$ cat src/rtl/rr_grant_arbiter_pkg.sv
// Shared constants, state encoding and the rotating-priority helper
// for the round-robin grant arbiter.
package rr_grant_arbiter_pkg;

   localparam int NUM_REQ = 4;
   localparam int IDX_W   = 2;

   typedef enum logic {
      IDLE  = 1'b0,
      GRANT = 1'b1
   } state_t;

   // Returns the first requester with a set bit, scanning last_idx+1,
   // last_idx+2, ... and wrapping around to last_idx itself last. The scan
   // runs from the farthest candidate towards the nearest so that the
   // nearest hit overwrites the others. If req is all zeros the result
   // is last_idx, which the caller ignores.
   function automatic logic [IDX_W-1:0] next_idx(
      input logic [NUM_REQ-1:0] req,
      input logic [IDX_W-1:0]   last_idx
   );
      logic [IDX_W-1:0] sel;
      logic [IDX_W-1:0] cand;
      sel = last_idx;
      for (int k = NUM_REQ; k >= 1; k--) begin
         cand = last_idx + IDX_W'(k);
         if (req[cand]) begin
            sel = cand;
         end
      end
      return sel;
   endfunction

endpackage

$ cat src/rtl/rr_grant_arbiter_dec2to4_en.sv
// Combinational 2-to-4 decoder with enable. Turns the registered owner
// index and valid flag into the one-hot grant vector.
module dec2to4_en
   import rr_grant_arbiter_pkg::*;
(
   input  logic [IDX_W-1:0]   idx,
   input  logic               en,
   output logic [NUM_REQ-1:0] y
);

   // One-hot decode of idx, forced to zero when the grant is not active.
   always_comb begin
      y = '0;
      if (en) begin
         y[idx] = 1'b1;
      end
   end

endmodule

$ cat src/rtl/rr_grant_arbiter.sv
// Round-robin arbiter for four requesters sharing one resource select.
// A grant is held until the owner pulses done, withdraws its request, or
// HOLD_MAX cycles have elapsed; there is always one idle cycle between
// grants so two owners never overlap.
module rr_grant_arbiter
   import rr_grant_arbiter_pkg::*;
#(
   parameter int HOLD_MAX = 8,
   parameter int CNT_W    = 8
) (
   input  logic               clk,
   input  logic               rst,
   input  logic [NUM_REQ-1:0] req,
   input  logic [NUM_REQ-1:0] done,
   output logic [NUM_REQ-1:0] grant,
   output logic [IDX_W-1:0]   grant_idx,
   output logic               grant_valid,
   output logic               busy
);

   localparam logic [CNT_W-1:0] HOLD_LAST = CNT_W'(HOLD_MAX - 1);

   state_t           state_q, state_d;
   logic [IDX_W-1:0] idx_q, idx_d;
   logic             valid_q, valid_d;
   logic [CNT_W-1:0] hold_cnt_q, hold_cnt_d;
   logic [IDX_W-1:0] last_idx_q, last_idx_d;
   logic             release_now;

   // The owner gives up the resource on its own done pulse, on dropping
   // its request, or when the hold limit is reached; done bits of other
   // requesters are deliberately not looked at.
   always_comb begin
      release_now = done[idx_q] || !req[idx_q] || (hold_cnt_q == HOLD_LAST);
   end

   // State register; last_idx resets to 3 so requester 0 wins first.
   always_ff @(posedge clk or posedge rst) begin
      if (rst) begin
         state_q    <= IDLE;
         idx_q      <= '0;
         valid_q    <= 1'b0;
         hold_cnt_q <= '0;
         last_idx_q <= IDX_W'(NUM_REQ - 1);
      end else begin
         state_q    <= state_d;
         idx_q      <= idx_d;
         valid_q    <= valid_d;
         hold_cnt_q <= hold_cnt_d;
         last_idx_q <= last_idx_d;
      end
   end

   // Next-state logic: arbitrate from IDLE, release back to IDLE from GRANT.
   always_comb begin
      state_d = state_q;
      unique case (state_q)
         IDLE: begin
            if (req != '0) begin
               state_d = GRANT;
            end
         end
         GRANT: begin
            if (release_now) begin
               state_d = IDLE;
            end
         end
         default: state_d = IDLE;
      endcase
   end

   // Registered outputs and bookkeeping: pick the owner, count hold cycles,
   // and remember the released owner so it ranks lowest next time.
   always_comb begin
      idx_d      = idx_q;
      valid_d    = valid_q;
      hold_cnt_d = hold_cnt_q;
      last_idx_d = last_idx_q;
      unique case (state_q)
         IDLE: begin
            if (req != '0) begin
               idx_d      = next_idx(req, last_idx_q);
               valid_d    = 1'b1;
               hold_cnt_d = '0;
            end
         end
         GRANT: begin
            if (release_now) begin
               valid_d    = 1'b0;
               hold_cnt_d = '0;
               last_idx_d = idx_q;
            end else begin
               hold_cnt_d = hold_cnt_q + 1'b1;
            end
         end
         default: begin
            valid_d    = 1'b0;
            hold_cnt_d = '0;
         end
      endcase
   end

   // Status outputs come straight from registered state.
   always_comb begin
      grant_idx   = idx_q;
      grant_valid = valid_q;
      busy        = (state_q == GRANT);
   end

   dec2to4_en u_dec (
      .idx (idx_q),
      .en  (valid_q),
      .y   (grant)
   );

endmodule

$ cat config.mk
export PLATFORM = sky130hd
export DESIGN_NAME = rr_grant_arbiter
export DESIGN_NICKNAME = d
export VERILOG_FILES = /design/src/rtl/rr_grant_arbiter_pkg.sv /design/src/rtl/rr_grant_arbiter_dec2to4_en.sv /design/src/rtl/rr_grant_arbiter.sv
export SDC_FILE = /design/constraint.sdc
export NUM_CORES = 1
export LEC_CHECK = 0
export BUFFER_PORTS_ARGS = -buffer_cell sky130_fd_sc_hd__buf_2
export CAP_MARGIN = 20
export CORE_ASPECT_RATIO = 1.25
export CORE_MARGIN = 3
export CORE_UTILIZATION = 40
export DETAILED_ROUTE_END_ITERATION = 16
export GPL_TIMING_DRIVEN = 1
export PLACE_DENSITY_LB_ADDON = 0.05
export SYNTH_ARGS = -nofsm -noshare
export SYNTH_HDL_FRONTEND = slang
export SYNTH_SLANG_ARGS = --single-unit
$ cat constraint.sdc
create_clock -name clk -period 4.3 [get_ports clk]
set_input_delay 0.86 -clock clk [delete_from_list [all_inputs] [get_ports clk]]
set_output_delay 0.86 -clock clk [all_outputs]
set_load 0.005 [all_outputs]
; ---- Yosys cells after proc, flatten, opt, wreduce, memory -nomap -nowiden
; Cells that the tools add are included.
[totals]
word_cells = 51
out_inout_bits = 8
in_bits = 10
reg_bits = 14
[op_classes]
magnitude_cmp = 5
add_sub_neg = 4
n_reduce_logical = 8
n_mux = 25
eq_ne = 3
bitwise_logic = 1
[op_table]
columns = op, count
row1 = $mux 8, 2
row2 = $pmux 8 s2, 1
row3 = $lt 2x3->1 const B, 4
row4 = $bmux 1 s2, 5
row5 = $mux 1, 10
row6 = $add 8x1->8 const B, 1
row7 = $eq 8x3->1 const B, 1
row8 = $mux 2, 3
row9 = $reduce_and 2->1, 3
row10 = $add 2x2->2 const B, 2
row11 = $mux 4, 1
row12 = $pmux 1 s2, 2
row13 = $reduce_bool 4->1, 1
row14 = $add 2x1->2 const B, 1
row15 = $demux 1 s2, 1
row16 = $ge 2x1->1 const B, 1
row17 = $logic_or 1x1->1, 2
row18 = $ne 2x1->1 const B, 1
row19 = $ne 2x2->1 const B, 1
row20 = $logic_and 1x1->1, 1
row21 = $logic_not 1->1, 1
row22 = $not 1->1, 1

; ---- Depth between registers and ports, before layout
; Gate-level depths: netlist (run 1).
[logic_depth]
word_depth = 7
mapped_depth = 6
depth_no_buf = 5

; ---- Cells and area by module
; From an unflattened synthesis (run 1), not the netlist that was laid out.
[unflattened]
hier_cells = 81
hier_area_um2 = 857.1
[by_module_without_submodules]
columns = module, seq_area_each_um2, instances, area_each_um2, cells_per_inst
row1 = rr_grant_arbiter, 352.8, 1, 819.5, 77
row2 = dec2to4_en, 0.0, 1, 37.5, 4

; ---- Worst setup path after synthesis (run 1)
; Ideal clock, no wire load.
[synth_path]
path_kind = input to register
startpoint = input port done[3]
endpoint = register last_idx_q[0]
cell_stages = 4
setup_ps = 82
t_required_ps = 4218
n_path_buf = 0
path_slack_ps = 2194
arrival_time_ps = 2024
cell_sequence = nand2b_1 > mux4_2 > o21ai_2 > mux2_2
[synth_between]
elab_chain_len = 5
[synth_rtl]
columns = item, line_no
row1 = "start, declared", rr_grant_arbiter.sv:14  ; input logic [NUM_REQ-1:0] done,
row2 = $bmux 1 s2, rr_grant_arbiter.sv:34  ; release_now = done[idx_q] || !req[idx_q] || (hold_cnt_q == HOLD_LAST);
row3 = $mux 1 (implied by the code), rr_grant_arbiter.sv:34
row4 = $logic_or 1x1->1 (2 in a row), rr_grant_arbiter.sv:34
row5 = $reduce_and 2->1 (no source line), --
row6 = "end signal, assigned", rr_grant_arbiter.sv:44  ; last_idx_q <= IDX_W'(NUM_REQ - 1);
row7 = "end signal, assigned", rr_grant_arbiter.sv:50  ; last_idx_q <= last_idx_d;
row8 = "end, declared", rr_grant_arbiter.sv:27  ; logic [IDX_W-1:0] last_idx_q, last_idx_d;
; No other way between the ends. The select of a mux whose other input is x is not followed.
; A chain may end at the register's enable or synchronous reset.

; ---- Worst setup path after layout (run 1)
[layout_path]
startpoint = input port done[3]
endpoint = register last_idx_q[1]
; Same word-level chain as after synthesis.

==> results of run 1 <==
## report_power, final
part	internal, mW	switching, mW	total (mW)	leakage (nW)
registers	0.175	0.0530	0.228	0.177
clock network	0.0514	0.0432	0.0946	0.0210
logic	0.112	0.104	0.215	0.260
total	0.338	0.200	0.538	0.458
## state kept, by name, summed over array words and instances, names as in the netlist
register,count
hold_cnt_q,8
grant_idx,2
last_idx_q,2
busy,1
grant_valid,1
## path summary, 6_finish.rpt
path                               start       endpoint  slack [ns]  depth (start not counted)
setup / recovery                 done[3]  last_idx_q[1]        2.19                          5
hold / removal             hold_cnt_q[1]  hold_cnt_q[1]        0.54                          1
hold reg to reg            hold_cnt_q[1]  hold_cnt_q[1]        0.54                          1
min in group asynchronous            rst  hold_cnt_q[7]        0.61                          2
setup reg to reg           hold_cnt_q[3]  hold_cnt_q[4]        2.32                          4
max in group asynchronous            rst  last_idx_q[1]        3.32                          2
## critical path: cells and delay by family
kind                   cells  cell delay, ns
AOI/OAI and AO/OA          1            0.26
buffers and inverters      1            0.10
muxes                      2            0.98
and+or+nand+nor            1            0.12
## layer usage
layer	GRT usage, %	vias to the layer above	share of wire [%]	wire (µm)
li1	-	361	-	-
met1	18.3	353	44	764
met2	24.8	9	53	923
met3	3.36	4	2.6	45
met4	4.62	0	0.97	17
met5	0	-	0	0
## metrics by stage
step,cell area [µm²],std cells
floorplan,877,86
global placement,965,121
detailed placement,965,121
CTS,1000,125
global route,1000,125
finish,1000,125
## cell families after synthesis
| kind of cell | count (synthesis) |
|---|---|
| AO/OA/AOI/OAI | 21 |
| XOR/XNOR | 1 |
| adder cells (fa/ha/maj) | 1 |
| buffers and inverters | 3 |
| flip-flops | 14 |
| multiplexers | 5 |
| AND/OR/NAND/NOR | 41 |
## synth_stat cells (2+ instances only)
| master | n | area (µm²) |
|---|---|---|
| nor3_1 | 3 | 15.0 |
| nor4_1 | 2 | 12.5 |
| nand2b_1 | 5 | 31.3 |
| dfrtp_1 | 12 | 300 |
| mux2_2 | 4 | 45.0 |
| o31ai_1 | 3 | 22.5 |
| or2b_1 | 2 | 15.0 |
| a21oi_1 | 2 | 10.0 |
| nor2b_1 | 2 | 12.5 |
| nand2_1 | 7 | 26.3 |
| buf_6 | 2 | 22.5 |
| nor2_1 | 6 | 22.5 |
| a22o_1 | 2 | 17.5 |
| dfstp_2 | 2 | 52.6 |
| nand3_1 | 2 | 10.0 |
| o21ai_0 | 4 | 20.0 |
| a21o_1 | 2 | 15.0 |
| and3_1 | 3 | 18.8 |
| and2b_1 | 2 | 15.0 |
## cell type report
| type | instances | area [µm²] | area share (%) |
|---|---|---|---|
| clock buffers | 4 | 36.3 | 3.62 |
| inverters | 1 | 3.75 | 0.375 |
| multi-input cells | 69 | 498 | 49.8 |
| flip-flops and latches | 14 | 353 | 35.2 |
| well taps | 20 | 25.0 | 2.50 |
| repair buffers | 17 | 85.1 | 8.50 |
==> impl_metrics.yaml, run 1 <==
status:
  outcome: "complete, no violations"
detailed_routing:
  wire_per_inst_um: 14.0
  ant_nets: 0
  drt_iter0_drc: 13
  vias: 727
  drt_pass1_iterations: 4
  drc: 0
  via_per_inst: 5.82
  routed_wl_mm: 1.75
timing:
  worst_pin_slew_ns: 0.549
  fin_crit_sh_pct: 49.0
  fin_crit_ns: 2.11
  fmaxAchievable_mhz: 475
  worst_slack_ns: 2.19
  whs_ns: 0.543
  tns_ns: 0
  finalClockSkew_ns: 0.00475
  slew_violations: 0
  hold_violations: 0
  slew_headroom_pct: 63.4
  finalSetupViolations: 0
  rsz0062_at_grt: "false"
final_layout:
  final_common_cell: "buf_2"
  area_growth_pct: 14.1
  post-route-util_pct: 49.4
  diodes: 0
  nFillCells: 210
  final_cell_mix: "buf_2, dfrtp_1, nand2_1"
  layout-drive-gt1-share_pct: 31.4
  fin_nets: 117
global_route:
  grt_overflow: 0
  grt_max_degree: 15
  grt_pass1_vias: 694
  grt_usage_pct: 14.8
  antenna_found_initial: 0
  grt_pass1_wl_mm: 2.98
worst_setup_path:
  cp-start-kind: "input pin"
  cp.required_ns: 4.51
  path_max_fanout: 12
  worstPathArrival_ns: 2.31
  crit_type: "in2reg"
  slowest_delay_ns: 0.62
  slowest_stage: "mux4_2"
  path_cells: "buf_2, nand2b_1, mux4_2, o21ai_2, mux2_2"
  end_kind: "flip-flop"
floorplanning:
  start_util_pct: 43.3
  die_h_um: 58.4
  rows: 18
  die_w_um: 47.9
  coreArea_um2: 2030
  io_pins: 18
  die_area_um2: 2790
yosys:
  ys_warn_count: 0
  synth_cell_types: 38
  async_flop_share_pct: 100
  synth_top_family_by_area: "simple AND/OR/NAND/NOR gates"
  ys_seq_area_share_pct: 40.2
  synthCells: 86
  ys_ff_latch: 14
  synth_xor_area_share_pct: 0.999
  synthMuxAreaShare_pct: 7.70
  synth_fp_nets: 97
  synth_flop_cell: "dfrtp_1"
  syn_avg_cell_area_um2: 10.2
  synth-compound-area-share_pct: 18.7
  synthesis.area_um2: 877
  synth_edf_count: 0
  synthAdderAreaFrac_pct: 1.43
  synthSimpleGateAreaFrac_pct: 28.0
pwr:
  p_total_mw: 0.538
  p_leak_nw: 0.458
  powerDensity_nw_per_um2: 538
  peakVddDrop_uv: 326
worst_hold_path:
  hold_class: "reg2reg"
clock_tree:
  cts_setup_buffers: 0
  ctsHoldBuffers: 0
  cts.reportedPaths.clkPinSlew_ns: 0.08
  numCtsBuffers: 3
  clock_path_buffers: 2
  clock_latency_ns: 0.28
  cts_resized: 0
  cts_tree: "yes"
  numClockSinks: 14
  h-tree-depth: 1
  cts-root-buf: "clkbuf_4"
placement:
  io_buffers: 17
  routabilityCongestion: 0.787
  hpwl_mm: 1.37
  dp_slack_ns: 1.90
flow_run:
  maxCapViolations: 0
Power figures use the tool's default switching activity.
==> run 2: changes to the inputs <==
- clock period: 4.3 -> 1.7 ns (I/O delays scaled with it)
==> impl_metrics.yaml, run 2 (synthesized netlist as in run 1, its figures left out) <==
status:
  outcome: "finished with violations"
  violations: "setup timing"
worst_setup_path:
  timing.rr.end: "hold_cnt_q[0]"
  end_kind: "flip-flop"
  path_max_fanout: 4
  crit_type: "reg2reg"
  rr_worst_depth: 5
  worstPathArrival_ns: 1.89
  cp-start-kind: "flip-flop"
  r2r-start: "hold_cnt_q[7]"
  rrSetupSlack_ns: -0.03
  cp.required_ns: 1.86
detailed_routing:
  drc: 0
  vias: 793
  wire_per_inst_um: 13.2
  routed_wl_mm: 1.86
  via_per_inst: 5.62
  drt_pass1_iterations: 4
  ant_nets: 0
  drt_iter0_drc: 12
flow_run:
  maxCapViolations: 0
global_route:
  grt_overflow: 0
  gr-usage-met2_pct: 27.2
  grt_pass1_vias: 786
  busiest_layer: "met2"
  antenna_found_initial: 0
  grt_pass1_wl_mm: 3.28
  grt_max_degree: 15
  grt_use_met1_pct: 19.1
  met3_usage_pct: 2.75
  grt_usage_pct: 15.9
placement:
  io_buffers: 17
  place_inst: 137
  routabilityCongestion: 0.799
  dp_slack_ns: -0.0573
  hpwl_mm: 1.53
pwr:
  powerDensity_nw_per_um2: 1350
  peakVddDrop_uv: 1060
  p_leak_nw: 0.538
floorplanning:
  coreArea_um2: 2030
  die_w_um: 47.9
  rows: 18
  die_area_um2: 2790
  start_util_pct: 43.3
  io_pins: 18
  die_h_um: 58.4
timing:
  slew_headroom_pct: 63.2
  finalClockSkew_ns: 0.00310
  rsz0062_at_grt: "true"
  fin_crit_ns: 1.73
  worst_slack_ns: -0.0304
  slew_violations: 0
  worst_pin_slew_ns: 0.552
  fin_crit_sh_pct: 102
  finalSetupViolations: 2
  hold_violations: 0
  fmaxAchievable_mhz: 578
final_layout:
  fin_nets: 133
  stdcell_count: 141
  nFillCells: 185
  area_growth_pct: 27.8
  largest_reg_flops: 8
  layout-drive-gt1-share_pct: 40.5
  largest_register: "hold_cnt_q"
  final_cell_mix: "buf_2, buf_4, dfrtp_1"
  diodes: 0
  final_common_cell: "buf_2"
clock_tree:
  numCtsBuffers: 3
  clock_path_buffers: 2
  cts_tree: "yes"
  clock_latency_ns: 0.27
  cts.reportedPaths.clkPinSlew_ns: 0.09
  h-tree-depth: 1
  ctsHoldBuffers: 0
  cts-root-buf: "clkbuf_4"
  numClockSinks: 14
worst_hold_path:
  hold_class: "in2async"
run 2: power by group:
| group | total (mW) | leakage (nW) | internal (mW) | switching [mW] |
|---|---|---|---|---|
| Sequential | 0.543 | 0.177 | 0.444 | 0.0986 |
| Combinational | 0.733 | 0.339 | 0.407 | 0.327 |
| Clock | 0.236 | 0.0210 | 0.130 | 0.106 |
run 2: worst max-delay path by stage:
stage,start,end,slack (ns)
2_1_floorplan,hold_cnt_q[3],hold_cnt_q[0],0.004
3_3_place_gp,done[3],hold_cnt_q[2],-0.05
3_5_place_dp,done[3],hold_cnt_q[5],-0.06
4_1_cts,hold_cnt_q[7],hold_cnt_q[0],-0.04
5_1_grt,hold_cnt_q[7],hold_cnt_q[4],-0.09
6_report,hold_cnt_q[7],hold_cnt_q[0],-0.03
run 2: stage by stage:
step           utilization (%)  power [mW]  hold WS (ns)  setup TNS, ns  instance area, µm²
6_report                  55.3        1.51        0.0983        -0.0569                1120
3_5_place_dp              53.5        1.29         0.413         -0.229                1080
3_3_place_gp              53.5        1.27         0.417         -0.274                1080
5_1_grt                   55.3        1.64         0.116         -0.567                1120
4_1_cts                   55.3        1.53         0.110        -0.0688                1120
2_1_floorplan                -       0.992         0.228              0                 877
run 2: layer usage:
metal | wire, µm | part of all wire [%] | vias up
met5 | 0 | 0 | -
met4 | 13 | 0.70 | 0
met3 | 49 | 2.6 | 2
met2 | 1020 | 55 | 10
met1 | 778 | 42 | 389
li1 | - | - | 392
run 2: worst max-delay path, stage by stage (launching register included):
cell	delay, ns
dfrtp_1	0.38
or4_4	0.55
o31ai_4	0.22
buf_4	0.18
nor2_4	0.04
mux2_2	0.24
run 2: final cells by class:
class                           instances  area, µm²  area share, %
Timing Repair Buffer                   33        205           18.3
Multi-Input combinational cell         69        498           44.4
Tap cell                               20       25.0           2.23
Clock buffer                            4       36.3           3.24
Inverter                                1       3.75          0.335
Sequential cell                        14        353           31.5
run 2: timing repair:
action	in CTS	in global routing
cloned	0	0
gates resized for setup	0	0
endpoints found under the setup margin	3	9
buffers inserted	0	0
==> run 3: changes to the inputs <==
--- a/config.mk
+++ b/config.mk
@@ -9,5 +9,4 @@
 export CAP_MARGIN = 20
 export CORE_ASPECT_RATIO = 1.25
-export CORE_MARGIN = 3
 export CORE_UTILIZATION = 40
 export DETAILED_ROUTE_END_ITERATION = 16
==> constraint.sdc (replaced) <==
create_clock -name clk -period 1.7 [get_ports clk]
set_input_delay 0.255 -clock clk [delete_from_list [all_inputs] [get_ports clk]]
set_output_delay 0.255 -clock clk [all_outputs]
set_load 0.005 [all_outputs]
==> impl_metrics.yaml, run 3 (synthesized netlist as in run 1, its figures left out) <==
status:
  outcome: "finished with violations"
  violations: "setup timing"
worst_setup_path:
  critPathCapture: "hold_cnt_q[0]"
  r2r-start: "hold_cnt_q[7]"
  cp-startpoint: "hold_cnt_q[7]"
  path_max_fanout: 7
  cp-start-kind: "flip-flop"
  rrSetupSlack_ns: -0.04
  cp.required_ns: 1.87
  rr_worst_depth: 5
  crit_type: "reg2reg"
  end_kind: "flip-flop"
  timing.rr.end: "hold_cnt_q[0]"
  worstPathArrival_ns: 1.91
clock_tree:
  numClockSinks: 14
  clock_latency_ns: 0.28
  cts-root-buf: "clkbuf_4"
  cts_tree: "yes"
  numCtsBuffers: 3
  clock_path_buffers: 2
  h-tree-depth: 1
  cts.reportedPaths.clkPinSlew_ns: 0.08
final_layout:
  largest_reg_flops: 8
  final_cell_mix: "buf_2, dfrtp_1, buf_4"
  largest_register: "hold_cnt_q"
  nFillCells: 186
  final_common_cell: "buf_2"
  diodes: 0
  fin_nets: 127
  layout-drive-gt1-share_pct: 37.4
  area_growth_pct: 24.5
floorplanning:
  die_h_um: 54.4
  rows: 18
  die_w_um: 43.9
  io_pins: 18
  die_area_um2: 2390
  start_util_pct: 43.3
  coreArea_um2: 2030
detailed_routing:
  drt_iter0_drc: 17
  ant_nets: 0
  via_per_inst: 5.76
  drc: 0
  wire_per_inst_um: 14.1
  routed_wl_mm: 1.91
  vias: 777
  drt_pass1_iterations: 4
pwr:
  peakVddDrop_uv: 801
  p_total_mw: 1.51
  p_leak_nw: 0.516
  powerDensity_nw_per_um2: 1380
global_route:
  grt_pass1_vias: 796
  grt_usage_pct: 19.7
  antenna_found_initial: 0
  grt_overflow: 0
  grt_max_degree: 15
  grt_pass1_wl_mm: 3.46
placement:
  hpwl_mm: 1.47
  dp_slack_ns: -0.0638
  routabilityCongestion: 0.813
  io_buffers: 17
timing:
  rsz0062_at_grt: "true"
  hold_violations: 0
  slew_violations: 0
  finalSetupViolations: 2
  worst_pin_slew_ns: 0.539
  whs_ns: 0.00285
  slew_headroom_pct: 64.0
  finalClockSkew_ns: 0.000546
  fin_crit_ns: 1.74
  fin_crit_sh_pct: 102
  worst_slack_ns: -0.0380
  fmaxAchievable_mhz: 575
flow_run:
  maxCapViolations: 0
worst_hold_path:
  hold_class: "in2async"
run 3: cell count changes in the layout (fill, tap and decap cells not counted):
cell and delta:
buf_6 +1, buf_4 -8, buf_12 +1
run 3: cell type report:
type	instances	area, µm²	area share [%]
Multi-Input combinational cell	69	498	45.6
Tap cell	20	25.0	2.29
Inverter	1	3.75	0.344
Clock buffer	4	36.3	3.32
Timing Repair Buffer	27	176	16.2
Sequential cell	14	353	32.3
run 3: per-stage QoR:
step	area, µm²	utilization (%)	setup TNS, ns	instances
6_report	1090	53.9	-0.0569	135
5_1_grt	1090	53.9	-0.580	135
4_1_cts	1080	53.5	-0.0854	134
3_5_place_dp	1040	51.5	-0.159	130
3_3_place_gp	1040	51.5	-0.0333	130
2_1_floorplan	877	-	0	86
run 3: timing repair:
item | CTS | global route
hold buffers | 0 | 0
endpoints found under the hold margin | 0 | 0
setup buffers | 0 | 1
pin swaps | 0 | 2
endpoints found under the setup margin | 5 | 9
gates resized for setup | 1 | 0
run 3: worst max-delay path: stages (launching register included):
cell     delay (ns)
dfrtp_1        0.38
or4_4          0.55
o31ai_4        0.24
buf_6          0.18
nor2_4         0.04
mux2_2         0.25
run 3: how the worst min path moves through the flow:
stage               startpoint             to  slack [ns]
floorplan                  rst           busy        0.14
global placement           rst  hold_cnt_q[1]        0.33
detailed placement         rst  hold_cnt_q[0]        0.33
CTS                        rst  hold_cnt_q[0]        0.01
global route               rst  hold_cnt_q[1]        0.05
finish                     rst    grant_valid       0.003
run 3: metal layers:
metal	track usage, %	routed length (µm)
met1	22.8	781
met2	34.8	1050
met3	2.64	67
met4	11.6	11
met5	0	0
run 3: power breakdown:
group | internal [mW] | switching, mW
logic | 0.394 | 0.331
registers | 0.444 | 0.103
clock network | 0.130 | 0.109
